==> src/rtl/planificador_rr_vc_if.sv <==
// Bus between the VC scheduler and its input/output FIFOs.
// master = scheduler side, slave = FIFO side.
interface planificador_rr_vc_if #(
  parameter int DATA_W = 8,
  parameter int DEST_W = 4
);
  logic [3:0]          in_empty;
  logic [4*DATA_W-1:0] in_data;
  logic [4*DEST_W-1:0] in_dest;
  logic [3:0]          in_pop;
  logic [3:0]          out_almost_full;
  logic [3:0]          out_push;
  logic [DATA_W-1:0]   out_data;
  logic [DEST_W-1:0]   out_dest;

  modport master (
    input  in_empty, in_data, in_dest, out_almost_full,
    output in_pop, out_push, out_data, out_dest
  );

  modport slave (
    output in_empty, in_data, in_dest, out_almost_full,
    input  in_pop, out_push, out_data, out_dest
  );
endinterface

==> src/rtl/planificador_rr_vc.sv <==
// Round-robin scheduler from 4 show-ahead input FIFOs to 4 output FIFOs,
// with a bounded burst per owner and 1-cycle pop-to-push latency.
module planificador_rr_vc #(
  parameter int DATA_W = 8,
  parameter int DEST_W = 4,
  parameter int BURST  = 4
) (
  input  logic                  clk,
  input  logic                  reset_L,
  input  logic                  enable,
  output logic                  busy,
  planificador_rr_vc_if.master  bus
);

  typedef enum logic {IDLE, GRANT} state_t;

  state_t            state;
  logic [1:0]        owner;
  logic [1:0]        rr_ptr;
  logic [3:0]        burst_cnt;

  logic [DATA_W-1:0] data_arr [4];
  logic [DEST_W-1:0] dest_arr [4];
  logic [3:0]        req;
  logic              cont;
  logic              gnt_valid;
  logic [1:0]        gnt_idx;
  logic [1:0]        idx;

  always_comb begin
    for (int unsigned i = 0; i < 4; i++) begin
      data_arr[i] = bus.in_data[i*DATA_W +: DATA_W];
      dest_arr[i] = bus.in_dest[i*DEST_W +: DEST_W];
      req[i]      = !bus.in_empty[i] && !bus.out_almost_full[dest_arr[i][1:0]] && enable;
    end
  end

  // Rotation scans the three other inputs first; the owner only keeps the
  // grant (with a fresh burst) when nobody else is requesting.
  always_comb begin
    gnt_valid = 1'b0;
    gnt_idx   = '0;
    idx       = '0;
    cont      = (state == GRANT) && req[owner] && (burst_cnt < 4'(BURST));
    if (state == IDLE) begin
      for (int unsigned k = 0; k < 4; k++) begin
        idx = rr_ptr + 2'(k);
        if (req[idx] && !gnt_valid) begin
          gnt_valid = 1'b1;
          gnt_idx   = idx;
        end
      end
    end else if (cont) begin
      gnt_valid = 1'b1;
      gnt_idx   = owner;
    end else begin
      for (int unsigned k = 1; k < 4; k++) begin
        idx = owner + 2'(k);
        if (req[idx] && !gnt_valid) begin
          gnt_valid = 1'b1;
          gnt_idx   = idx;
        end
      end
      if (!gnt_valid && req[owner]) begin
        gnt_valid = 1'b1;
        gnt_idx   = owner;
      end
    end
  end

  assign bus.in_pop = (gnt_valid && reset_L) ? (4'b0001 << gnt_idx) : '0;

  always_ff @(posedge clk) begin
    if (!reset_L) begin
      state        <= IDLE;
      owner        <= '0;
      rr_ptr       <= '0;
      burst_cnt    <= '0;
      busy         <= 1'b0;
      bus.out_push <= '0;
      bus.out_data <= '0;
      bus.out_dest <= '0;
    end else begin
      bus.out_push <= gnt_valid ? (4'b0001 << dest_arr[gnt_idx][1:0]) : '0;
      if (gnt_valid) begin
        bus.out_data <= data_arr[gnt_idx];
        bus.out_dest <= dest_arr[gnt_idx];
      end
      if (state == GRANT && !cont)
        rr_ptr <= owner + 2'd1;
      if (gnt_valid) begin
        state     <= GRANT;
        busy      <= 1'b1;
        owner     <= gnt_idx;
        burst_cnt <= cont ? burst_cnt + 4'd1 : 4'd1;
      end else begin
        state     <= IDLE;
        busy      <= 1'b0;
      end
    end
  end

endmodule
==> src/flat_wrapper.sv <==
// flat-port wrapper written by rule: the top's interface ports become plain ports
module planificador_rr_vc_flat 
#(
  parameter int DATA_W = 8,
  parameter int DEST_W = 4,
  parameter int BURST  = 4
)
  (clk, reset_L, enable, busy, bus_in_empty, bus_in_data, bus_in_dest, bus_out_almost_full, bus_in_pop, bus_out_push, bus_out_data, bus_out_dest);
  planificador_rr_vc_if #(.DATA_W(DATA_W), .DEST_W(DEST_W)) bus_i ();
  input  logic clk;
  input  logic reset_L;
  input  logic enable;
  output logic busy;
  input wire logic [$bits(bus_i.in_empty)-1:0] bus_in_empty;
  input wire logic [$bits(bus_i.in_data)-1:0] bus_in_data;
  input wire logic [$bits(bus_i.in_dest)-1:0] bus_in_dest;
  input wire logic [$bits(bus_i.out_almost_full)-1:0] bus_out_almost_full;
  output wire logic [$bits(bus_i.in_pop)-1:0] bus_in_pop;
  output wire logic [$bits(bus_i.out_push)-1:0] bus_out_push;
  output wire logic [$bits(bus_i.out_data)-1:0] bus_out_data;
  output wire logic [$bits(bus_i.out_dest)-1:0] bus_out_dest;
  assign bus_i.in_empty = bus_in_empty;
  assign bus_i.in_data = bus_in_data;
  assign bus_i.in_dest = bus_in_dest;
  assign bus_i.out_almost_full = bus_out_almost_full;
  assign bus_in_pop = bus_i.in_pop;
  assign bus_out_push = bus_i.out_push;
  assign bus_out_data = bus_i.out_data;
  assign bus_out_dest = bus_i.out_dest;
  planificador_rr_vc #(.DATA_W(DATA_W), .DEST_W(DEST_W), .BURST(BURST)) u_core (.clk(clk), .reset_L(reset_L), .enable(enable), .busy(busy), .bus(bus_i));
endmodule
==> config.mk <==
export PLATFORM = sky130hd
export DESIGN_NAME = planificador_rr_vc_flat
export DESIGN_NICKNAME = d
export VERILOG_FILES = /design/src/rtl/planificador_rr_vc_if.sv /design/src/rtl/planificador_rr_vc.sv /design/src/flat_wrapper.sv
export SDC_FILE = /design/constraint.sdc
export NUM_CORES = 1
export LEC_CHECK = 0
export ABC_AREA = 1
export CAP_MARGIN = 20
export CORE_ASPECT_RATIO = 1.5
export CORE_UTILIZATION = 46
export DETAILED_ROUTE_END_ITERATION = 6
export PLACE_DENSITY = 0.85
export SLEW_MARGIN = 20
export SYNTH_ARGS = -nofsm -noshare
export SYNTH_HDL_FRONTEND = slang
export SYNTH_SLANG_ARGS = --single-unit
==> constraint.sdc <==
create_clock -name clk -period 2.6 [get_ports clk]
set_input_delay 0.26 -clock clk [delete_from_list [all_inputs] [get_ports clk]]
set_output_delay 0.26 -clock clk [all_outputs]
set_load 0.01 [all_outputs]
==> reports/summary.json <==
{
  "die": {
    "floorplan.die_area_sq_mm": 0.00543,
    "core_region_area_sq_mm": 0.00489,
    "floorplan.rows": 31,
    "initial_utilization": 0.483,
    "chipWidth_um": 60.5,
    "design.portCount": 80,
    "die-height_um": 89.7
  },
  "min_path": {
    "worst_hold_path_type": "reg -> reg",
    "timing.hold.worst.start": "u_core.burst_cnt[0]$_SDFFE_PN0P_",
    "min_delay_path_depth": 1,
    "timing.hold.worst_endpoint": "u_core.burst_cnt[0]$_SDFFE_PN0P_"
  },
  "layout": {
    "mostFrequentLayoutCell": "nand2_1",
    "antenna_cells_inserted": 0,
    "stdcell_area_sq_mm": 0.00363,
    "final_layout_size_suffix_gt1_frac": 0.379,
    "area_grow_syn2layout_pct": 54.0,
    "most-common-layout-cells": "nand2_1 (72), clkdlybuf4s50_1 (67), buf_4 (43)",
    "nets": 518
  },
  "power_and_ir_drop": {
    "p_leak_nw": 1.69,
    "power.ir.vdd_worst_v": 0.00124,
    "report.power.total_mw": 4.68,
    "cellPowerDensity_mw_per_mm2": 1290
  },
  "clocking": {
    "number_of_h_tree_levels": 1,
    "cts_tree": "done",
    "cts_sinks": 25,
    "clock_latency_ns": 0.28,
    "numCtsBuffers": 3,
    "clock_path_buffers": 2,
    "cts_root_buffer": "clkbuf_8",
    "number_of_hold_repair_buffers_added_at_the_cts_stage": 0,
    "clk_pin_slew_worst_paths_ns": 0.10
  },
  "run": {
    "max-cap-violations": 0
  },
  "critical_path": {
    "critPathMaxFanout": 4,
    "worstSetupPathDepth": 16,
    "cpMaxStageDelayCell": "clkdlybuf4s50_1",
    "crit_top_cell": "nand2_1",
    "crit_required_ns": 2.34,
    "delay_of_the_slowest_cell_on_the_worst_path_ns": 0.45,
    "critical-path-top-delay-family": "simple AND/OR/NAND/NOR gates",
    "timing.rr.start": "u_core.owner[0]$_SDFFE_PN0P_",
    "timing.critical_path.to_type": "output port",
    "worstPathCellList": "clkdlybuf4s50_1, inv_1, nand2_1, nand3_2, nand3_2, nand2_1, nand2_2, nor2_2, nor2_4, nand2_1, nand2_2, nand2_1, nor2_2, a21oi_4, nor3_2, buf_2",
    "timing.reg2reg.worst_path_depth": 16,
    "crit_buf_inv": 3,
    "r2r_setup_slack_ns": 0.20,
    "path_class": "in -> out",
    "reg2reg_to": "u_core.bus.out_push[2]$_SDFF_PN0_",
    "cp_data_arrival_time_ns": 2.25,
    "critical_path.startpoint_type": "primary input"
  },
  "sta": {
    "finalCritPeriodShare": 0.965,
    "timing_max_transition_violations_final": 0,
    "setup-violations-final": 0,
    "rsz0062_at_grt": "true",
    "finalClockSkew_ns": 0.00535,
    "hold_viol": 0,
    "relSlewSlack": 0.786,
    "fmaxAchievable_mhz": 398,
    "timing_worst_slew_pin_value_ns": 0.320,
    "finalCriticalPeriod_ns": 2.51
  },
  "global_route": {
    "grt_antenna_before_repair": 0,
    "gr-usage-all-layers": 0.280,
    "grt_overflow_total": 0,
    "grt_max_degree": 24,
    "grt_pass1_vias": 2732,
    "global_route_wire_length_before_repair_mm": 11.7
  },
  "synthesis": {
    "yosysWarnings": 0,
    "ys_seq_elements": 25,
    "edff_count_synth": 0,
    "syn_area_sq_mm": 0.00236,
    "syn_avg_cell_area_sq_um": 6.90,
    "synthFlopType": "dfxtp_1",
    "synth.yosys.seq_area_share": 0.212,
    "synth_cells": 342,
    "synth_nets": 402,
    "yosys.cell_types.count": 35,
    "postSynth.asyncResetShare": 0
  },
  "placement": {
    "io_buffer_count": 79,
    "place_congestion": 0.872,
    "dpl_cell_area_sq_mm": 0.00341,
    "dp_hpwl_mm": 5.87
  },
  "drt": {
    "route.top_layer_used": "met4",
    "dr_wl_met2_mm": 4.39,
    "drt-vias-per-instance": 5.37,
    "drt-total-wl_mm": 7.60,
    "route.detailed.drc": 0,
    "wl_met1_mm": 2.61,
    "post_drt_wl_per_cell_um": 14.5,
    "drtIter0Drc": 121,
    "dr_total_vias": 2807,
    "drt_pre_antenna_iters": 4,
    "postRouteAntennaNets": 0,
    "routed-wl-met3_um": 327
  },
  "outcome": {
    "outcome": "finished, final reports clean"
  }
}
what timing repair did:
action / in CTS / in global routing
endpoints found under the setup margin: 4 / 16
pin swaps: 3 / 15
resized for setup: 27 / 36
gates cloned: 0 / 0
buffers inserted: 0 / 6
area by class of cell:
type | count | area (sq um)
clock buffer | 3 | 41.3
clock inverter | 1 | 8.76
fill | 387 | 1250
inverter | 32 | 128
multi-input combinational | 273 | 1770
sequential | 25 | 502
tap | 66 | 82.6
timing repair buffer | 123 | 1110
report_power, final:
part           switching [mW]  total, mW  leakage, nW  internal [mW]
logic                    2.27       3.80         1.46           1.53
clock network           0.143      0.256       0.0261          0.113
registers               0.101      0.623        0.206          0.522
sequential cells by signal, indices dropped and copies added (netlist names):
| signal | count |
|---|---|
| u_core.busy | 1 |
| u_core.bus.out_push | 4 |
| u_core.bus.out_dest | 4 |
| u_core.rr_ptr | 2 |
| u_core.owner | 2 |
| u_core.burst_cnt | 4 |
| u_core.bus.out_data | 8 |
metal layers:
metal  vias to the layer above  global-route usage
met5                         -                   0
met4                         0               0.144
met3                        22              0.0273
met2                       105               0.537
met1                      1322               0.273
li1                       1358                   -
cell usage after synthesis, types with 2 or more instances:
cell type / count / share of area
nand2_1: 85 / 0.14
nand3_1: 38 / 0.081
nand3_2: 31 / 0.13
dfxtp_1: 25 / 0.21
nor2_2: 23 / 0.061
inv_1: 20 / 0.032
nor2_1: 20 / 0.032
nand2_2: 15 / 0.040
nand4_1: 15 / 0.040
o21ai_0: 13 / 0.028
inv_2: 11 / 0.017
a21oi_1: 6 / 0.013
buf_6: 5 / 0.024
nand2_4: 4 / 0.019
nor2_4: 3 / 0.014
buf_2: 2 / 0.0042
buf_4: 2 / 0.0064
clkbuf_1: 2 / 0.0032
nand2_8: 2 / 0.017
nand3_4: 2 / 0.015
nand4_2: 2 / 0.011
nor3_1: 2 / 0.0042
o21ai_1: 2 / 0.0042
how the worst max path moves through the flow:
stage	startpoint	end	slack, ns
3_3_place_gp	bus_in_dest[8]	bus_in_pop[0]	-0.33
5_1_grt	bus_out_almost_full[3]	bus_in_pop[2]	-0.05
3_5_place_dp	bus_in_dest[8]	bus_in_pop[0]	-0.44
6_report	bus_out_almost_full[0]	bus_in_pop[0]	0.09
4_1_cts	enable	bus_in_pop[0]	-0.02
2_1_floorplan	u_core.busy$_SDFF_PN0_	bus_in_pop[1]	0.44
metrics by stage:
stage          hold slack [ns]  std cells  TNS [ns]   util  setup slack (ns)
5_1_grt                  0.496        523    -0.213  0.744           -0.0485
2_1_floorplan            0.398        342         0      -             0.442
6_report                 0.465        523         0  0.744            0.0903
4_1_cts                  0.465        517   -0.0307  0.713           -0.0160
3_3_place_gp             0.444        513     -1.93  0.698            -0.328
3_5_place_dp             0.452        513     -3.40  0.698            -0.444
kinds of logic after synthesis:
group,Yosys count,synth area share
and+or+nand+nor,243,0.607
buffers and inverters,44,0.0970
AOI/OAI and AO/OA,27,0.0684
DFF,25,0.212
xor gates and xnor gates,2,0.0106
adders and majority gates,1,0.00530
Note: power is estimated with default switching activity, not from simulation.
